--- src/rtl/pyramid_reader.sv ---
// pyramid_reader: streams one stored pyramid image from BRAM port B in raster order
module pyramid_reader #(
    parameter int WIDTH       = 128,
    parameter int HEIGHT      = 128,
    parameter int BIT_DEPTH   = 8,
    parameter int NUM_OCTAVES = 4,
    parameter int NUM_BLURS   = 5,
    parameter int ADDR_WIDTH  = $clog2(NUM_BLURS * WIDTH * HEIGHT * 2),
    parameter int FIFO_DEPTH  = 4
) (
    input  logic                  clk_in,
    input  logic                  rst_n_in,
    input  logic                  start_in,
    input  logic [1:0]            octave_in,
    input  logic [2:0]            blur_in,
    output logic                  busy_out,
    output logic                  done_out,
    output logic                  error_out,
    output logic [ADDR_WIDTH-1:0] bram_addr_out,
    output logic                  bram_en_out,
    input  logic [BIT_DEPTH-1:0]  bram_data_in,
    output logic [BIT_DEPTH-1:0]  pixel_out,
    output logic [7:0]            pixel_x_out,
    output logic [7:0]            pixel_y_out,
    output logic                  pixel_last_out,
    output logic                  pixel_valid_out,
    input  logic                  pixel_ready_in
);
    localparam int LW = $clog2(WIDTH);
    localparam int LH = $clog2(HEIGHT);
    localparam int CW = $clog2(FIFO_DEPTH + 1);
    localparam int PW = $clog2(FIFO_DEPTH);
    localparam int EW = BIT_DEPTH + 17;

    typedef enum logic [1:0] {IDLE, ISSUE, DRAIN} state_t;

    function automatic logic [ADDR_WIDTH-1:0] base_of(input int o);
        int s;
        s = 0;
        for (int k = 0; k < o; k++) s += NUM_BLURS * (WIDTH >> k) * (HEIGHT >> k);
        return ADDR_WIDTH'(s);
    endfunction

    state_t                  state;
    logic [1:0]              oct;
    logic [2:0]              blur;
    logic [7:0]              x, y, x_max, y_max;
    logic [4:0]              sh_w, sh_hw;
    logic [CW-1:0]           credits, count;
    logic [PW-1:0]           rd_ptr, wr_ptr;
    logic [EW-1:0]           mem [FIFO_DEPTH];
    logic                    s1_v, s2_v, s1_l, s2_l;
    logic [7:0]              s1_x, s1_y, s2_x, s2_y;
    logic                    issue, pop, last_xy, start_ok;
    logic [ADDR_WIDTH-1:0]   base_lut [NUM_OCTAVES];

    for (genvar g = 0; g < NUM_OCTAVES; g++) begin : g_base
        assign base_lut[g] = base_of(g);
    end

    // octave geometry, issue/pop qualifiers and start validation
    always_comb begin
        x_max    = 8'((WIDTH >> oct) - 1);
        y_max    = 8'((HEIGHT >> oct) - 1);
        sh_w     = 5'(LW) - 5'(oct);
        sh_hw    = sh_w + 5'(LH) - 5'(oct);
        last_xy  = x == x_max && y == y_max;
        issue    = state == ISSUE && credits != '0;
        pop      = count != '0 && pixel_ready_in;
        start_ok = 32'(octave_in) < NUM_OCTAVES && 32'(blur_in) < NUM_BLURS;
    end

    assign bram_en_out     = issue;
    assign bram_addr_out   = base_lut[oct] + (ADDR_WIDTH'(blur) << sh_hw)
                           + (ADDR_WIDTH'(y) << sh_w) + ADDR_WIDTH'(x);
    assign pixel_valid_out = count != '0;
    assign {pixel_out, pixel_x_out, pixel_y_out, pixel_last_out} = pixel_valid_out ? mem[rd_ptr] : '0;

    // request FSM: accept/reject start, walk the raster, wait for the stream to drain
    always_ff @(posedge clk_in or negedge rst_n_in) begin
        if (!rst_n_in) begin
            state     <= IDLE;
            oct       <= '0;
            blur      <= '0;
            x         <= '0;
            y         <= '0;
            busy_out  <= 1'b0;
            done_out  <= 1'b0;
            error_out <= 1'b0;
        end else begin
            done_out  <= 1'b0;
            error_out <= 1'b0;
            case (state)
                IDLE: if (start_in) begin
                    if (start_ok) begin
                        oct      <= octave_in;
                        blur     <= blur_in;
                        x        <= '0;
                        y        <= '0;
                        busy_out <= 1'b1;
                        state    <= ISSUE;
                    end else begin
                        error_out <= 1'b1;
                    end
                end
                ISSUE: if (issue) begin
                    x <= x == x_max ? '0 : x + 8'd1;
                    y <= x == x_max ? y + 8'd1 : y;
                    if (last_xy) state <= DRAIN;
                end
                DRAIN: if (credits == CW'(FIFO_DEPTH)) begin
                    done_out <= 1'b1;
                    busy_out <= 1'b0;
                    state    <= IDLE;
                end
                default: state <= IDLE;
            endcase
        end
    end

    // credits, 2-stage read-latency pipeline and FIFO pointers
    always_ff @(posedge clk_in or negedge rst_n_in) begin
        if (!rst_n_in) begin
            credits <= CW'(FIFO_DEPTH);
            count   <= '0;
            rd_ptr  <= '0;
            wr_ptr  <= '0;
            {s1_v, s1_x, s1_y, s1_l} <= '0;
            {s2_v, s2_x, s2_y, s2_l} <= '0;
        end else begin
            credits <= credits - CW'(issue) + CW'(pop);
            count   <= count + CW'(s2_v) - CW'(pop);
            {s1_v, s1_x, s1_y, s1_l} <= {issue, x, y, last_xy};
            {s2_v, s2_x, s2_y, s2_l} <= {s1_v, s1_x, s1_y, s1_l};
            if (s2_v) wr_ptr <= wr_ptr == PW'(FIFO_DEPTH - 1) ? '0 : wr_ptr + 1'b1;
            if (pop) rd_ptr <= rd_ptr == PW'(FIFO_DEPTH - 1) ? '0 : rd_ptr + 1'b1;
        end
    end

    // FIFO storage; contents are only visible while occupied
    always_ff @(posedge clk_in) begin
        if (s2_v) mem[wr_ptr] <= {bram_data_in, s2_x, s2_y, s2_l};
    end
endmodule
--- config.mk ---
export PLATFORM = sky130hd
export DESIGN_NAME = pyramid_reader
export DESIGN_NICKNAME = d
export VERILOG_FILES = /design/src/rtl/pyramid_reader.sv
export SDC_FILE = /design/constraint.sdc
export NUM_CORES = 1
export LEC_CHECK = 0
export CAP_MARGIN = 20
export CORE_MARGIN = 5
export CORE_UTILIZATION = 45
export CTS_CLUSTER_DIAMETER = 150
export DETAILED_ROUTE_END_ITERATION = 8
export GPL_TIMING_DRIVEN = 0
export PLACE_DENSITY_LB_ADDON = 0.08
export SLEW_MARGIN = 20
export SYNTH_ARGS = -nofsm -noshare
export SYNTH_HDL_FRONTEND = slang
export SYNTH_SLANG_ARGS = --single-unit
--- constraint.sdc ---
create_clock -name clk_in -period 8.15 [get_ports clk_in]
set_input_delay 1.2225 -clock clk_in [delete_from_list [all_inputs] [get_ports clk_in]]
set_output_delay 1.2225 -clock clk_in [all_outputs]
set_load 0.01 [all_outputs]
# --- After elaboration in Yosys (flattened, before gate mapping) ---
# Memory sizes are Yosys's and may differ from the RTL's.
# Index checks and enable logic that the tools add are counted.
word_totals:
  mem_bits_rw: 100
  wordCells: 99
  memories: 1
  regBits: 72
classes:
  mux: 31
  shifts: 3
  n_addsub: 15
  bitwise: 1
  n_reduce_logical: 13
  n_lt_le_gt_ge: 2
  n_eq_ne: 13
mem_list:
  columns: ["name", "words", "width", "read_ports", "rd_clocked_by_memory_dff", "write_ports", "line_no", "rtl"]
  rows:
  - ["mem", 4, 25, 1, 0, 1, "51", "logic [EW-1:0] mem [FIFO_DEPTH];"]
ops:
  columns: ["cell", "n"]
  rows:
  - ["$mux 8", 6]
  - ["$add 18x18->18", 2]
  - ["$bmux 18 s2", 1]
  - ["$mux 18", 2]
  - ["$pmux 8 s2", 2]
  - ["$mux 25", 1]
  - ["$add 18x8->18", 1]
  - ["$shl 3x5->18", 1]
  - ["$shl 8x5->18", 1]
  - ["$add 8x1->8 const B", 2]
  - ["$eq 8x8->1", 2]
  - ["$mux 2", 7]
  - ["$mux 1", 10]
  - ["$ne 2x2->1 const B", 5]
  - ["$reduce_and 5->1", 2]
  - ["$reduce_and 4->1", 2]
  - ["$shr 8x2->8 const A", 1]
  - ["$sub 8x2->8 const B", 1]
  - ["$add 3x1->3", 2]
  - ["$eq 2x2->1 const B", 3]
  - ["$pmux 2 s3", 1]
  - ["$reduce_bool 3->1", 2]
  - ["$sub 3x1->3", 2]
  - ["$add 4x4->5 const B", 1]
  - ["14 further kinds", 18]

# --- Depth between registers and ports, before layout ---
logic_depth:
  word_depth: 7
  depth_mapped: 14

# --- Least setup slack after synthesis ---
# OpenSTA, ideal clock, no wires.
synth_timing:
  path_kind: "register -> output"
  startpoint: "register oct[1]"
  endpoint: "output port bram_addr_out[17]"
  setup_slack_ns: 3.849
  stages_incl_launch_ff: 12
  path_buffers: 2
  required_ns: 6.928
  t_arrival_ns: 3.078
  path_cell_list: "dfrtp_1 -> buf_6 -> clkbuf_1 -> nor2b_1 -> a22o_1 -> fa_1 -> ha_1 -> inv_1 -> o32ai_1 -> a2111oi_0 -> a311oi_1 -> xor2_1"
synth_between:
  elab_chain_len: 7
  elab_cells_between_ends: 12
  cone_classes: "add/sub: 6; shift: 2; mux: 3; bitwise: 1"
synth_rtl:
  columns: ["element", "line_no", "rtl"]
  rows:
  - ["start, declared", "45", "logic [1:0] oct;"]
  - ["start signal, assigned", "96", "oct <= octave_in;"]
  - ["$sub 3x2->4 or $not 2->3 (tied branches)", "65, 74", null]
  - ["$add 4x4->5 or $bmux 18 s2 (tied branches)", "66, 74", null]
  - ["$sub 5x2->5 or $mux 18 (tied branches)", "66, 74", null]
  - ["$shl 3x5->18 or $mux 18 (tied branches)", "74", "assign bram_addr_out = base_lut[oct] + (ADDR_WIDTH'(blur) << sh_hw)"]
  - ["$add 18x18->18", "74", null]
  - ["$add 18x18->18 (*)", "75", "+ (ADDR_WIDTH'(y) << sh_w) + ADDR_WIDTH'(x);"]
  - ["$add 18x8->18 (*)", "75", null]
  - ["end, declared", "19", "output logic [ADDR_WIDTH-1:0] bram_addr_out,"]
# Every way passes the cells marked *; elsewhere a longest branch is shown, timed or not. The select of a mux whose other input is x is not followed.

# --- Worst setup path after layout ---
# Same ends and word-level chain as after synthesis.

==> impl_metrics.toml <==
[timing]
fin_crit_sh_pct = 69.0
fin_worst_skew_ps = 7.30
max-slew-margin-rel_pct = 53.5
fin_setup_tns_ps = 0
maxSlewViolCount = 0
holdWs_ps = 340
fin_crit_ps = 5620
rsz0062_at_grt = "no"
hold_viol = 0
setup_viol = 0
fmax_mhz = 178
worst_pin_slew_ps = 697

[critical_path]
worstSetupPathType = "flip-flop to primary output"
endpoint_kind = "primary output"
cp.required_ps = 6930
crit_fanout = 10
crit_arrival_ps = 4400
cp_cell_sequence = "buf_6 > clkbuf_1 > nor2b_1 > a22o_1 > fa_1 > ha_1 > inv_1 > o32ai_1 > a2111oi_0 > a311oi_1 > xor2_1 > clkdlybuf4s50_1"
critPathMaxStageDelay_ps = 550
slowest_stage = "clkdlybuf4s50_1"
startpoint_type = "flip-flop"

[grt]
use_met1_pct = 20.2
grt.busiest_layer = "met2"
grt_pass1_wl_mm = 24.3
grt_pass1_vias = 4682
grt_max_degree = 56
grt_antenna_before_repair = 0
grt_usage_pct = 15.6
grt_use_met2_pct = 26.2
grt_overflow_total = 0
grt_util_met3_pct = 3.85

[logic_synthesis]
synthMostInstantiatedCell = "edfxtp_1"
post-synth-top-area-cell = "edfxtp_1"
syn_nets = 588
synth_cells = 533
yosysSeqAreaShare_pct = 62.8
synth-edff-count = 100
synth_compound_area_share_pct = 7.27
synth_mux_area_share_pct = 8.45
synth_cell_types = 68
syn_area_um2 = 7660
synth_top_family_by_area = "simple AND/OR/NAND/NOR gates"
synthAdderAreaFrac_pct = 6.70
ys_seq_elements = 172
synthArstFlopShare_pct = 41.9
ys.flop_type = "edfxtp_1"
synthSimpleGateAreaFrac_pct = 9.56
synth_common_cells = "edfxtp_1, dfrtp_1, ha_1"
synth_xor_area_share_pct = 2.29
avgSynthCellArea_um2 = 14.4
synth.top_cell.area_share_pct = 39.2
ys_warn_count = 0
synth_area_leaders = "edfxtp_1, dfrtp_1, mux4_2"

[route]
drt-total-wl_mm = 14.4
drtAntennaViolNets = 0
first_pass_iters = 4
drcViolationCount = 0
vias = 4474
vias_per_cell = 5.24
wire_per_inst_um = 16.8
first_iter_violations = 202

[layout]
seqCellArea_um2 = 4810
area_growth_pct = 20.7
fill_cells = 1373
drive_above_1_share_pct = 14.8
antenna_cells = 0
nNetsFinal = 676
multi_input_area_um2 = 2630
utilization_pct = 55.6

[clock_network]
cts_setup_buffers = 0
clk_latency_ps = 420
htreeDepth = 4
clk_pin_slew_ps = 60
clkSinkCount = 172
cts_resized = 0
numCtsBuffers = 17
cts_tree = "yes"
root_buffer = "clkbuf_16"
cts.path.max_buffers = 2
holdBufCountCts = 0

[floorplanning]
core-area_um2 = 16600
row_count = 47
die_h_um = 140
initial_core_util_pct = 46.0
die_area_um2 = 19700
io_pins = 65
die_x_um = 140

[pwr]
power_density_nw_per_um2 = 385
power.leakage_uw = 0.00363
total_power_uw = 3560
ir_drop_uv = 181

[worst_hold_path]
hp-class = "flip-flop to flip-flop"

[placed_design]
gp_congestion = 0.807
port_buffers = 64
hpwl_mm = 9.92

[flow_run]
cap_violations = 0

[run_status]
status = "completed"
## routing by layer
metal  vias to the layer above  share of wire (%)
met5                         -                  0
met4                         0                1.2
met3                        14                4.3
met2                        95                 51
met1                      2222                 44
li1                       2143                  -
## final cells by class
type | count | share of cell area [%]
flip-flops and latches | 172 | 52.0
multi-input cells | 309 | 28.5
repair buffers | 69 | 8.06
clock buffers | 17 | 4.60
well taps | 220 | 2.98
clock inverters | 15 | 1.47
plain buffers | 24 | 1.30
inverters | 28 | 1.14
## kinds of logic after synthesis
| logic type | count (synthesis) |
|---|---|
| AO/OA/AOI/OAI | 80 |
| XOR/XNOR | 20 |
| adder cells (fa/ha/maj) | 38 |
| buffers and inverters | 52 |
| flip-flops | 172 |
| multiplexers | 32 |
| other | 1 |
| AND/OR/NAND/NOR | 138 |
## sequential cells by signal (all words and copies together), names as in the netlist, 8 cells and up
name / flops
mem: 100
s1_x: 8
s1_y: 8
s2_x: 8
s2_y: 8
x: 8
y: 8
## final timing paths
kind	startpoint	endpoint	slack, ps	cells past startpoint
min in group asynchronous	rst_n_in	credits[0]$_DFF_PN0_	670	1
worst max-delay path	oct[1]$_DFFE_PN0P_	bram_addr_out[17]	2530	12
worst min register to register	s1_x[4]$_DFF_PN0_	s2_x[4]$_DFF_PN0_	340	0
worst max register to register	count[1]$_DFF_PN0_	count[2]$_DFF_PN0_	5320	11
worst min-delay path	s1_x[4]$_DFF_PN0_	s2_x[4]$_DFF_PN0_	340	0
max in group asynchronous	rst_n_in	s2_y[1]$_DFF_PN0_	6930	2
## worst max-delay path: cells and delay by family, from the launching register on
kind | cells | cell delay, ps
adders and majority gates | 2 | 760
and+or+nand+nor | 1 | 400
DFF | 1 | 360
buffers and inverters | 4 | 1130
xor gates and xnor gates | 1 | 170
AOI/OAI and AO/OA | 4 | 1170
## metrics by stage
step / setup slack, ps / cells / instance area (um^2)
final: 2530 / 854 / 9250
after global placement: 2950 / 817 / 8570
after detailed placement: 2990 / 822 / 8680
after floorplan: 3850 / 533 / 7660
after CTS: 2520 / 854 / 9250
after global routing: 2240 / 854 / 9250
## cell usage in the layout (no fill, tap or decap), types with 4 or more instances in the layout
| master | n |
|---|---|
| xnor2_1 | 12 |
| ha_1 | 33 |
| mux2i_1 | 5 |
| clkbuf_16 | 17 |
| clkbuf_1 | 12 |
| buf_2 | 6 |
| mux4_2 | 26 |
| and2_1 | 28 |
| clkdlybuf4s50_1 | 63 |
| o31ai_1 | 6 |
| dfrtp_1 | 71 |
| inv_1 | 27 |
| nor2_1 | 25 |
| inv_6 | 5 |
| buf_4 | 5 |
| a21o_1 | 9 |
| nor2b_1 | 5 |
| nand2_1 | 29 |
| or3_1 | 7 |
| buf_12 | 4 |
| a21oi_1 | 16 |
| nor3_1 | 8 |
| fa_1 | 5 |
| xor2_1 | 8 |
| nand3_1 | 7 |
| o21ai_0 | 16 |
| nand4_1 | 5 |
| and3_1 | 6 |
| and2_2 | 5 |
| edfxtp_1 | 100 |
## power breakdown
part	switching [uW]	internal (uW)	leakage [uW]	total, uW
sequential	159	1300	0.00178	1460
clock	338	425	0.000274	763
combinational	621	717	0.00157	1340
(Power assumes the default switching activity.)
